### config.mk
export PLATFORM = sky130hd
export DESIGN_NAME = rvvi_frame_receiver_flat
export DESIGN_NICKNAME = d
export VERILOG_FILES = /design/src/rtl/rvvi_frame_receiver_if.sv /design/src/rtl/rvvi_frame_receiver.sv /design/src/flat_wrapper.sv
export SDC_FILE = /design/constraint.sdc
export NUM_CORES = 1
export LEC_CHECK = 0
export ABC_AREA = 1
export CAP_MARGIN = 10
export CORE_UTILIZATION = 30
export DETAILED_ROUTE_END_ITERATION = 8
export SYNTH_ARGS = -nofsm -noshare
export SYNTH_HDL_FRONTEND = slang
export SYNTH_SLANG_ARGS = --single-unit
### constraint.sdc
create_clock -name clk -period 11.94 [get_ports clk]
set_clock_uncertainty 0.1 [all_clocks]
set_input_delay 2.388 -clock clk [delete_from_list [all_inputs] [get_ports clk]]
set_output_delay 2.388 -clock clk [all_outputs]
set_load 0.1 [all_outputs]
### src/rtl/rvvi_frame_receiver_if.sv
// Stream bundle around the RVVI frame receiver: MAC RX input, payload output
// toward the trace consumer, and the ack stream back to MAC TX.
interface rvvi_frame_receiver_if;
    logic [31:0] RxData;
    logic [3:0]  RxStrb;
    logic        RxValid;
    logic        RxLast;
    logic        RxReady;

    logic [31:0] PayloadData;
    logic [3:0]  PayloadStrb;
    logic        PayloadValid;
    logic        PayloadLast;
    logic        PayloadReady;

    logic [31:0] AckData;
    logic [3:0]  AckStrb;
    logic        AckValid;
    logic        AckLast;
    logic        AckReady;

    // The receiver itself.
    modport slave (
        input  RxData, RxStrb, RxValid, RxLast,
        output RxReady,
        output PayloadData, PayloadStrb, PayloadValid, PayloadLast,
        input  PayloadReady,
        output AckData, AckStrb, AckValid, AckLast,
        input  AckReady
    );

    // The surrounding MAC / consumer side.
    modport master (
        output RxData, RxStrb, RxValid, RxLast,
        input  RxReady,
        input  PayloadData, PayloadStrb, PayloadValid, PayloadLast,
        output PayloadReady,
        input  AckData, AckStrb, AckValid, AckLast,
        output AckReady
    );
endinterface

### src/rtl/rvvi_frame_receiver.sv
// RVVI trace Ethernet receiver: validates header and frame count, forwards
// in-sequence payload and answers every accepted or duplicate frame with an ack.
module rvvi_frame_receiver #(
    parameter logic [47:0] LOCAL_MAC = 48'h8F54_0000_1654,
    parameter logic [15:0] ETH_TYPE  = 16'h005C,
    parameter logic [15:0] ACK_TYPE  = 16'h6B61,
    parameter int          CNT_WIDTH = 16
) (
    input  logic                 clk,
    input  logic                 reset,
    rvvi_frame_receiver_if.slave bus,
    output logic                 FrameDone,
    output logic [63:0]          FrameCount,
    output logic [CNT_WIDTH-1:0] GoodFrames,
    output logic [CNT_WIDTH-1:0] DupFrames,
    output logic [CNT_WIDTH-1:0] DropFrames,
    output logic [CNT_WIDTH-1:0] RuntFrames
);
    typedef enum logic [2:0] {HDR, FWD, DUP, DROP, ACK} state_t;

    state_t      state, stateNext;
    logic [2:0]  wordIdx, ackIdx;
    logic        mismatch;
    logic [47:0] srcMac;
    logic [63:0] count, expectedCount, fullCount;
    logic        fwdDone, dupDone, dropDone, runt;

    function automatic logic [CNT_WIDTH-1:0] satInc(input logic [CNT_WIDTH-1:0] v);
        return (&v) ? v : v + CNT_WIDTH'(1);
    endfunction

    assign bus.AckStrb = 4'hF;

    always_comb begin
        stateNext        = state;
        bus.RxReady      = 1'b0;
        bus.PayloadData  = '0;
        bus.PayloadStrb  = '0;
        bus.PayloadValid = 1'b0;
        bus.PayloadLast  = 1'b0;
        bus.AckValid     = 1'b0;
        bus.AckData      = '0;
        bus.AckLast      = 1'b0;
        fwdDone          = 1'b0;
        dupDone          = 1'b0;
        dropDone         = 1'b0;
        runt             = 1'b0;
        // On w5 the upper count half is still on the bus, not yet registered.
        fullCount        = (state == HDR) ? {bus.RxData, count[31:0]} : count;
        case (state)
            HDR: begin
                bus.RxReady = 1'b1;
                if (bus.RxValid) begin
                    if (wordIdx == 3'd5) begin
                        if (mismatch || fullCount > expectedCount) begin
                            if (bus.RxLast) dropDone = 1'b1;
                            else            stateNext = DROP;
                        end else if (fullCount == expectedCount) begin
                            if (bus.RxLast) begin
                                fwdDone   = 1'b1;
                                stateNext = ACK;
                            end else begin
                                stateNext = FWD;
                            end
                        end else begin
                            if (bus.RxLast) begin
                                dupDone   = 1'b1;
                                stateNext = ACK;
                            end else begin
                                stateNext = DUP;
                            end
                        end
                    end else if (bus.RxLast) begin
                        runt = 1'b1;
                    end
                end
            end
            FWD: begin
                bus.PayloadData  = bus.RxData;
                bus.PayloadStrb  = bus.RxStrb;
                bus.PayloadLast  = bus.RxLast;
                bus.PayloadValid = bus.RxValid;
                bus.RxReady      = bus.PayloadReady;
                if (bus.RxValid && bus.PayloadReady && bus.RxLast) begin
                    fwdDone   = 1'b1;
                    stateNext = ACK;
                end
            end
            DUP: begin
                bus.RxReady = 1'b1;
                if (bus.RxValid && bus.RxLast) begin
                    dupDone   = 1'b1;
                    stateNext = ACK;
                end
            end
            DROP: begin
                bus.RxReady = 1'b1;
                if (bus.RxValid && bus.RxLast) begin
                    dropDone  = 1'b1;
                    stateNext = HDR;
                end
            end
            ACK: begin
                bus.AckValid = 1'b1;
                bus.AckLast  = (ackIdx == 3'd5);
                case (ackIdx)
                    3'd0:    bus.AckData = srcMac[47:16];
                    3'd1:    bus.AckData = {srcMac[15:0], LOCAL_MAC[47:32]};
                    3'd2:    bus.AckData = LOCAL_MAC[31:0];
                    3'd3:    bus.AckData = {ACK_TYPE, 16'h0000};
                    3'd4:    bus.AckData = count[31:0];
                    3'd5:    bus.AckData = count[63:32];
                    default: bus.AckData = '0;
                endcase
                if (bus.AckReady && ackIdx == 3'd5) stateNext = HDR;
            end
            default: stateNext = HDR;
        endcase
    end

    always_ff @(posedge clk or posedge reset) begin
        if (reset) begin
            state         <= HDR;
            wordIdx       <= '0;
            ackIdx        <= '0;
            mismatch      <= 1'b0;
            srcMac        <= '0;
            count         <= '0;
            expectedCount <= '0;
            FrameDone     <= 1'b0;
            FrameCount    <= '0;
            GoodFrames    <= '0;
            DupFrames     <= '0;
            DropFrames    <= '0;
            RuntFrames    <= '0;
        end else begin
            state     <= stateNext;
            FrameDone <= fwdDone;
            if (state == HDR && bus.RxValid) begin
                wordIdx <= (bus.RxLast || wordIdx == 3'd5) ? 3'd0 : wordIdx + 3'd1;
                // Destination is checked piecewise as it arrives so only srcMac needs storage.
                case (wordIdx)
                    3'd0: mismatch <= (bus.RxData != LOCAL_MAC[47:16]);
                    3'd1: begin
                        mismatch       <= mismatch | (bus.RxData[31:16] != LOCAL_MAC[15:0]);
                        srcMac[47:32]  <= bus.RxData[15:0];
                    end
                    3'd2: srcMac[31:0]   <= bus.RxData;
                    3'd3: mismatch       <= mismatch | (bus.RxData[31:16] != ETH_TYPE);
                    3'd4: count[31:0]    <= bus.RxData;
                    3'd5: count[63:32]   <= bus.RxData;
                    default: ;
                endcase
            end
            if (state == ACK && bus.AckReady)
                ackIdx <= (ackIdx == 3'd5) ? 3'd0 : ackIdx + 3'd1;
            if (fwdDone) begin
                FrameCount    <= fullCount;
                expectedCount <= fullCount + 64'd1;
                GoodFrames    <= satInc(GoodFrames);
            end
            if (dupDone)  DupFrames  <= satInc(DupFrames);
            if (dropDone) DropFrames <= satInc(DropFrames);
            if (runt)     RuntFrames <= satInc(RuntFrames);
        end
    end
endmodule
### src/flat_wrapper.sv
// flat-port wrapper written by rule: the top's interface ports become plain ports
module rvvi_frame_receiver_flat 
#(
    parameter logic [47:0] LOCAL_MAC = 48'h8F54_0000_1654,
    parameter logic [15:0] ETH_TYPE  = 16'h005C,
    parameter logic [15:0] ACK_TYPE  = 16'h6B61,
    parameter int          CNT_WIDTH = 16
)
  (clk, reset, FrameDone, FrameCount, GoodFrames, DupFrames, DropFrames, RuntFrames, bus_RxData, bus_RxStrb, bus_RxValid, bus_RxLast, bus_RxReady, bus_PayloadData, bus_PayloadStrb, bus_PayloadValid, bus_PayloadLast, bus_PayloadReady, bus_AckData, bus_AckStrb, bus_AckValid, bus_AckLast, bus_AckReady);
  rvvi_frame_receiver_if bus_i ();
  input  logic clk;
  input  logic reset;
  output logic FrameDone;
  output logic [63:0] FrameCount;
  output logic [CNT_WIDTH-1:0] GoodFrames;
  output logic [CNT_WIDTH-1:0] DupFrames;
  output logic [CNT_WIDTH-1:0] DropFrames;
  output logic [CNT_WIDTH-1:0] RuntFrames;
  input wire logic [$bits(bus_i.RxData)-1:0] bus_RxData;
  input wire logic [$bits(bus_i.RxStrb)-1:0] bus_RxStrb;
  input wire logic [$bits(bus_i.RxValid)-1:0] bus_RxValid;
  input wire logic [$bits(bus_i.RxLast)-1:0] bus_RxLast;
  output wire logic [$bits(bus_i.RxReady)-1:0] bus_RxReady;
  output wire logic [$bits(bus_i.PayloadData)-1:0] bus_PayloadData;
  output wire logic [$bits(bus_i.PayloadStrb)-1:0] bus_PayloadStrb;
  output wire logic [$bits(bus_i.PayloadValid)-1:0] bus_PayloadValid;
  output wire logic [$bits(bus_i.PayloadLast)-1:0] bus_PayloadLast;
  input wire logic [$bits(bus_i.PayloadReady)-1:0] bus_PayloadReady;
  output wire logic [$bits(bus_i.AckData)-1:0] bus_AckData;
  output wire logic [$bits(bus_i.AckStrb)-1:0] bus_AckStrb;
  output wire logic [$bits(bus_i.AckValid)-1:0] bus_AckValid;
  output wire logic [$bits(bus_i.AckLast)-1:0] bus_AckLast;
  input wire logic [$bits(bus_i.AckReady)-1:0] bus_AckReady;
  assign bus_i.RxData = bus_RxData;
  assign bus_i.RxStrb = bus_RxStrb;
  assign bus_i.RxValid = bus_RxValid;
  assign bus_i.RxLast = bus_RxLast;
  assign bus_RxReady = bus_i.RxReady;
  assign bus_PayloadData = bus_i.PayloadData;
  assign bus_PayloadStrb = bus_i.PayloadStrb;
  assign bus_PayloadValid = bus_i.PayloadValid;
  assign bus_PayloadLast = bus_i.PayloadLast;
  assign bus_i.PayloadReady = bus_PayloadReady;
  assign bus_AckData = bus_i.AckData;
  assign bus_AckStrb = bus_i.AckStrb;
  assign bus_AckValid = bus_i.AckValid;
  assign bus_AckLast = bus_i.AckLast;
  assign bus_i.AckReady = bus_AckReady;
  rvvi_frame_receiver #(.LOCAL_MAC(LOCAL_MAC), .ETH_TYPE(ETH_TYPE), .ACK_TYPE(ACK_TYPE), .CNT_WIDTH(CNT_WIDTH)) u_core (.clk(clk), .reset(reset), .bus(bus_i), .FrameDone(FrameDone), .FrameCount(FrameCount), .GoodFrames(GoodFrames), .DupFrames(DupFrames), .DropFrames(DropFrames), .RuntFrames(RuntFrames));
endmodule
# Word level (Yosys, flattened, before mapping)
# Cells that the tools add are included.
# totals
regBits	315
latch_bits	0
mem_bits_rw	0
romBits	0
inputBits	42
elab_cells	126
n_memories	0
# classes
n_addsub	7
multipliers	0
div_mod_pow	0
magnitude_cmp	1
eq_ne	25
n_shift	0
muxes	45
bitwise_logic	6
reduce_logical	27
# op_table
cell	n
32-bit one-hot mux with 6 select lines	1
16-bit by 1-bit adder with 16-bit output, second input constant	4
64-bit by 1-bit adder with 64-bit output, second input constant	1
64-bit equality test	1
64-bit greater-than comparator	1
32-bit 2-to-1 mux	2
64-bit 2-to-1 mux	1
16-bit AND reduction	4
3-bit 2-to-1 mux	13
32-bit inequality test, second input constant	1
1-bit 2-to-1 mux	21
3-bit by 2-bit equality test with 1-bit output, second input constant	6
2-bit AND reduction	9
16-bit by 13-bit inequality test with 1-bit output, second input constant	1
16-bit by 7-bit inequality test with 1-bit output, second input constant	1
3-bit equality test, second input constant	5
3-bit one-hot mux with 5 select lines	1
3-bit by 1-bit equality test with 1-bit output, second input constant	3
3-bit logical NOT	3
2-bit by 1-bit inequality test with 1-bit output, second input constant	4
1-bit one-hot mux with 2 select lines	4
7-bit AND reduction	1
3-bit by 1-bit adder with 3-bit output, second input constant	2
1-bit logical AND	6
other kinds (9)	15

# Logic depth before layout (Yosys ltp)
# logic_depth
word_depth	9
ltp_mapped	23
mapped_depth_nobuf	21

# Worst setup path before layout
# Ideal clock, no wire load.
# synth_timing
path_kind	input to output
startpoint	input bus_RxLast
endpoint	output bus_PayloadLast
arrival_ns	4.034
required_time_ns	9.452
slack_ns	5.418
cell_stages	3
cell_sequence	clkbuf_1 -> inv_1 -> nor2_1
# synth_between
elab_chain_len	1
# synth_lines
item	line_no	rtl
start: declaration	flat_wrapper.sv:22	input wire logic [$bits(bus_i.RxLast)-1:0] bus_RxLast;
1-bit 2-to-1 mux	rvvi_frame_receiver.sv:50	case (state)
end: declaration	flat_wrapper.sv:27	output wire logic [$bits(bus_i.PayloadLast)-1:0] bus_PayloadLast;
# No other way between the ends.

# Final worst setup path
# layout_timing
startpoint	register u_core.ackIdx[2]
endpoint	output bus_AckData[27]
# layout_between
elab_chain_len	3
# layout_lines
item	line_no	rtl
start: declaration	rvvi_frame_receiver.sv:22	logic [2:0] wordIdx, ackIdx;
start signal: assignment	rvvi_frame_receiver.sv:156	ackIdx <= (ackIdx == 3'd5) ? 3'd0 : ackIdx + 3'd1;
3-bit equality test, or another cell as far along	rvvi_frame_receiver.sv:106	case (ackIdx)
32-bit one-hot mux with 6 select lines (*)	rvvi_frame_receiver.sv:106	
32-bit 2-to-1 mux (*)	rvvi_frame_receiver.sv:50	
end: declaration	flat_wrapper.sv:29	output wire logic [$bits(bus_i.AckData)-1:0] bus_AckData;
# Mark *: on every way between the ends. The rest lies on a longest branch, timed or not.

==> metrics.csv <==
stage,metric,value,unit
synth,sequential share of the synthesized area,42.3,%
clock_network,H-Tree Depth,2,
route,DRC violations left,0,
floorplanning,number of I/O pins,248,
sta,Max Slew Vio Count,0,
hold_path,Hold WC Path Type,reg2reg,
clock_network,hold buffer count at CTS,0,
route,via count,17000,
route,final antenna-violating net count,0,
floorplanning,height of the die,251,um
sta,setup_tns,0,ns
clock_network,CTS Buf Count,39,
critical_path,Worst path slowest cell,clkdlybuf4s50_1,
pwr,Power Dens Cells,273,nW/um^2
synth,ys flop type,dfrtp_1,
route,via density per instance,4.91,
sta,worst-case hold slack,0.368,ns
sta,Slew HR,28.1,%
critical_path,CP most frequent cell,inv_1,
finish,final net count,2761,
clock_network,clk buf depth,3,
run_status,status,completed,
critical_path,r2r endpoint,u_core.GoodFrames[1],
critical_path,CP peak stage delay,1.21,ns
finish,layout cells sized above 1,6.54,%
floorplanning,Die ar.,63100,um^2
sta,max frequency,0.140,GHz
floorplanning,Std-Cell Core Area,60800,um^2
synth,Yosys cell types,48,
synth,Yosys Warn Count,0,
synth,Synth async-reset ratio,100,%
pwr,largest vdd supply drop,164,uV
synth,"Avg Cell Area, Syn",7.64,um^2
critical_path,flop-to-flop setup slack,6.12,ns
finish,P&R area growth vs syn,23.4,%
critical_path,maximum fanout along the worst path,20,
finish,Layout Utilization,37.8,%
critical_path,CP Data Required Time,9.45,ns
synth,number of synthesized flops with an enable pin,0,
critical_path,crit path kind,reg2out,
critical_path,Critical Path End,bus_AckData[27],
synth,mapped cell area,18600,um^2
clock_network,TritonCTS clock tree,yes,
sta,fin crit period,7.13,ns
floorplanning,Die Wd,251,um
synth,Mapped Cells,2438,
clock_network,CTS Sinks,315,
synth,Synth Register Bits,315,
global_route,vias in the first global route,16500,
route,First DRT Iteration DRCs,1466,
finish,Inserted Diodes,0,
sta,Final period util,59.7,%
sta,Setup-failing EPs final,0,
finish,Fill cells,6417,
sta,RSZ-0062 raised after global routing,false,
critical_path,CP startpoint,u_core.ackIdx[2],
pwr,Leak,10.6,nW
place,cell count after placement,3385,
critical_path,FF-to-FF Start,u_core.state[0],
clock_network,clk slew on worst S/H paths,0.06,ns
global_route,aggregate global routing overflow,0,
floorplanning,Initial Util,30.6,%
clock_network,Clock Tree Root,clkbuf_16,
place,PortBufs,243,
global_route,first-pass GRT wire length,101000,um
route,Post-Route WL,65200,um
critical_path,"Cell Chain, Critical Path","inv_1, nand2_1, inv_1, a221oi_1, a31oi_1, clkdlybuf4s50_1",
global_route,largest net degree at the start of global routing,171,
critical_path,CP endpoint kind,output port,
critical_path,WP data arrival,4.64,ns
clock_network,PostCTS Resize Cnt,0,
run,Max-cap violations,0,
route,DR pass1 iterations,6,
place,Detail Placement HPWL,49300,um
clock_network,# Post-CTS Setup Buffers,0,
floorplanning,row cnt,90,
place,RePlAce Congestion,0.960,
route,routed len/inst,18.9,um
sta,measured slew at the worst slew-check pin,1.07,ns
critical_path,Worst setup SP type,register,
sta,final hold violations,0,
critical_path,r2r worst-path depth,19,
finish,final std cells w/o fill,3457,
global_route,antenna violations before repair,0,
global_route,Total GRT Usage,20.7,%
clock_network,Worst-Skew Late Latency,0.58,ns
## stage by stage
stage	power, mW	cell area [um^2]	setup slack [ns]
after floorplan	4.15	18600	0.737
after CTS	6.30	23000	4.88
after detailed placement	5.06	21600	4.61
after global routing	6.66	23000	4.62
final	6.27	23000	4.81
after global placement	5.03	21600	4.70
## state kept, by name, summed over array words and instances (netlist names)
name,count
u_core.DupFrames,16
u_core.expectedCount,64
u_core.FrameCount,64
u_core.mismatch,1
u_core.state,3
u_core.DropFrames,16
u_core.RuntFrames,16
u_core.srcMac,48
u_core.wordIdx,3
u_core.ackIdx,3
u_core.FrameDone,1
u_core.count,64
u_core.GoodFrames,16
## worst min-delay path by stage
stage | start | end | slack (ns) | cells after the start
after floorplan | u_core.expectedCount[0] | u_core.expectedCount[0] | 0.35 | 2
after detailed placement | u_core.FrameCount[6] | u_core.FrameCount[6] | 0.36 | 2
after global routing | u_core.FrameCount[36] | u_core.FrameCount[36] | 0.39 | 2
final | u_core.FrameCount[18] | u_core.FrameCount[18] | 0.37 | 2
after CTS | u_core.FrameCount[6] | u_core.FrameCount[6] | 0.37 | 2
after global placement | u_core.FrameCount[34] | u_core.FrameCount[34] | 0.35 | 2
## per-layer routing
metal,global-route usage (%),vias to the layer above,wire length (um)
met5,0,-,0
met4,7.42,0,2210
met3,3.46,98,4080
met2,32.6,599,29400
met1,28.6,8036,29500
li1,-,8238,-
## cells in the final DEF (no fill, tap or decap), types with 45 or more instances in the layout
cell type	Yosys	layout
nand2_1	732	732
dfrtp_1	315	315
inv_1	292	291
clkdlybuf4s50_1	0	243
o21ai_0	181	181
nor2_1	177	176
nand3_1	138	136
xor2_1	91	91
ha_1	75	75
a21oi_1	45	45
## report_power, final
group,switching (mW),internal [mW],total [mW]
clock network,0.499,0.714,1.21
logic,2.43,0.849,3.28
registers,0.334,1.45,1.78
total,3.26,3.01,6.27
## cell type report
cell class,instances,area [um^2],area share (%)
multi-input combinational,1726,9100,39.6
inverter,308,1160,5.07
sequential,315,7880,34.3
clock buffer,54,1130,4.93
tap,782,978,4.26
clock inverter,18,191,0.833
timing repair buffer,254,2530,11.0
## cells in the mapped netlist, types with 4 or more instances
cell type | instances | share of area (%)
nand3b_1 | 6 | 0.24
o221ai_1 | 5 | 0.24
nor3_1 | 44 | 1.2
o41ai_1 | 4 | 0.19
nor2_2 | 12 | 0.40
a21oi_1 | 45 | 1.2
dfrtp_1 | 315 | 42
o21ai_4 | 9 | 0.79
inv_2 | 14 | 0.28
o21ai_2 | 17 | 0.80
a211oi_1 | 6 | 0.24
clkbuf_1 | 51 | 1.0
o22ai_1 | 10 | 0.34
buf_4 | 20 | 0.81
ha_1 | 75 | 5.0
nand2_1 | 732 | 15
a221oi_1 | 11 | 0.52
inv_1 | 292 | 5.9
xnor2_1 | 24 | 1.1
o211ai_1 | 4 | 0.16
nor3_2 | 10 | 0.54
xor2_1 | 91 | 4.3
nand3_1 | 138 | 3.7
nor2_1 | 177 | 3.6
buf_6 | 4 | 0.24
nor2_4 | 6 | 0.36
buf_2 | 14 | 0.38
a31oi_1 | 7 | 0.24
o21ai_1 | 18 | 0.48
nand4_1 | 35 | 1.2
nand2_2 | 16 | 0.54
nor4_1 | 16 | 0.54
o21ai_0 | 181 | 4.9
## critical path, delay by kind of cell, from the launching register on
family	cells	cell delay, ns
AND/OR/NAND/NOR	1	0.56
AO/OA/AOI/OAI	2	0.51
flip-flops	1	0.44
buffers and inverters	3	2.54
## cell families after synthesis
logic type               synth area share (%)
flip-flops                               42.3
other                                  0.0201
AND/OR/NAND/NOR                          27.6
buffers and inverters                    8.98
XOR/XNOR                                 5.41
adder cells (fa/ha/maj)                  5.04
AO/OA/AOI/OAI                            10.6
Note: power is estimated with default switching activity, not from simulation.
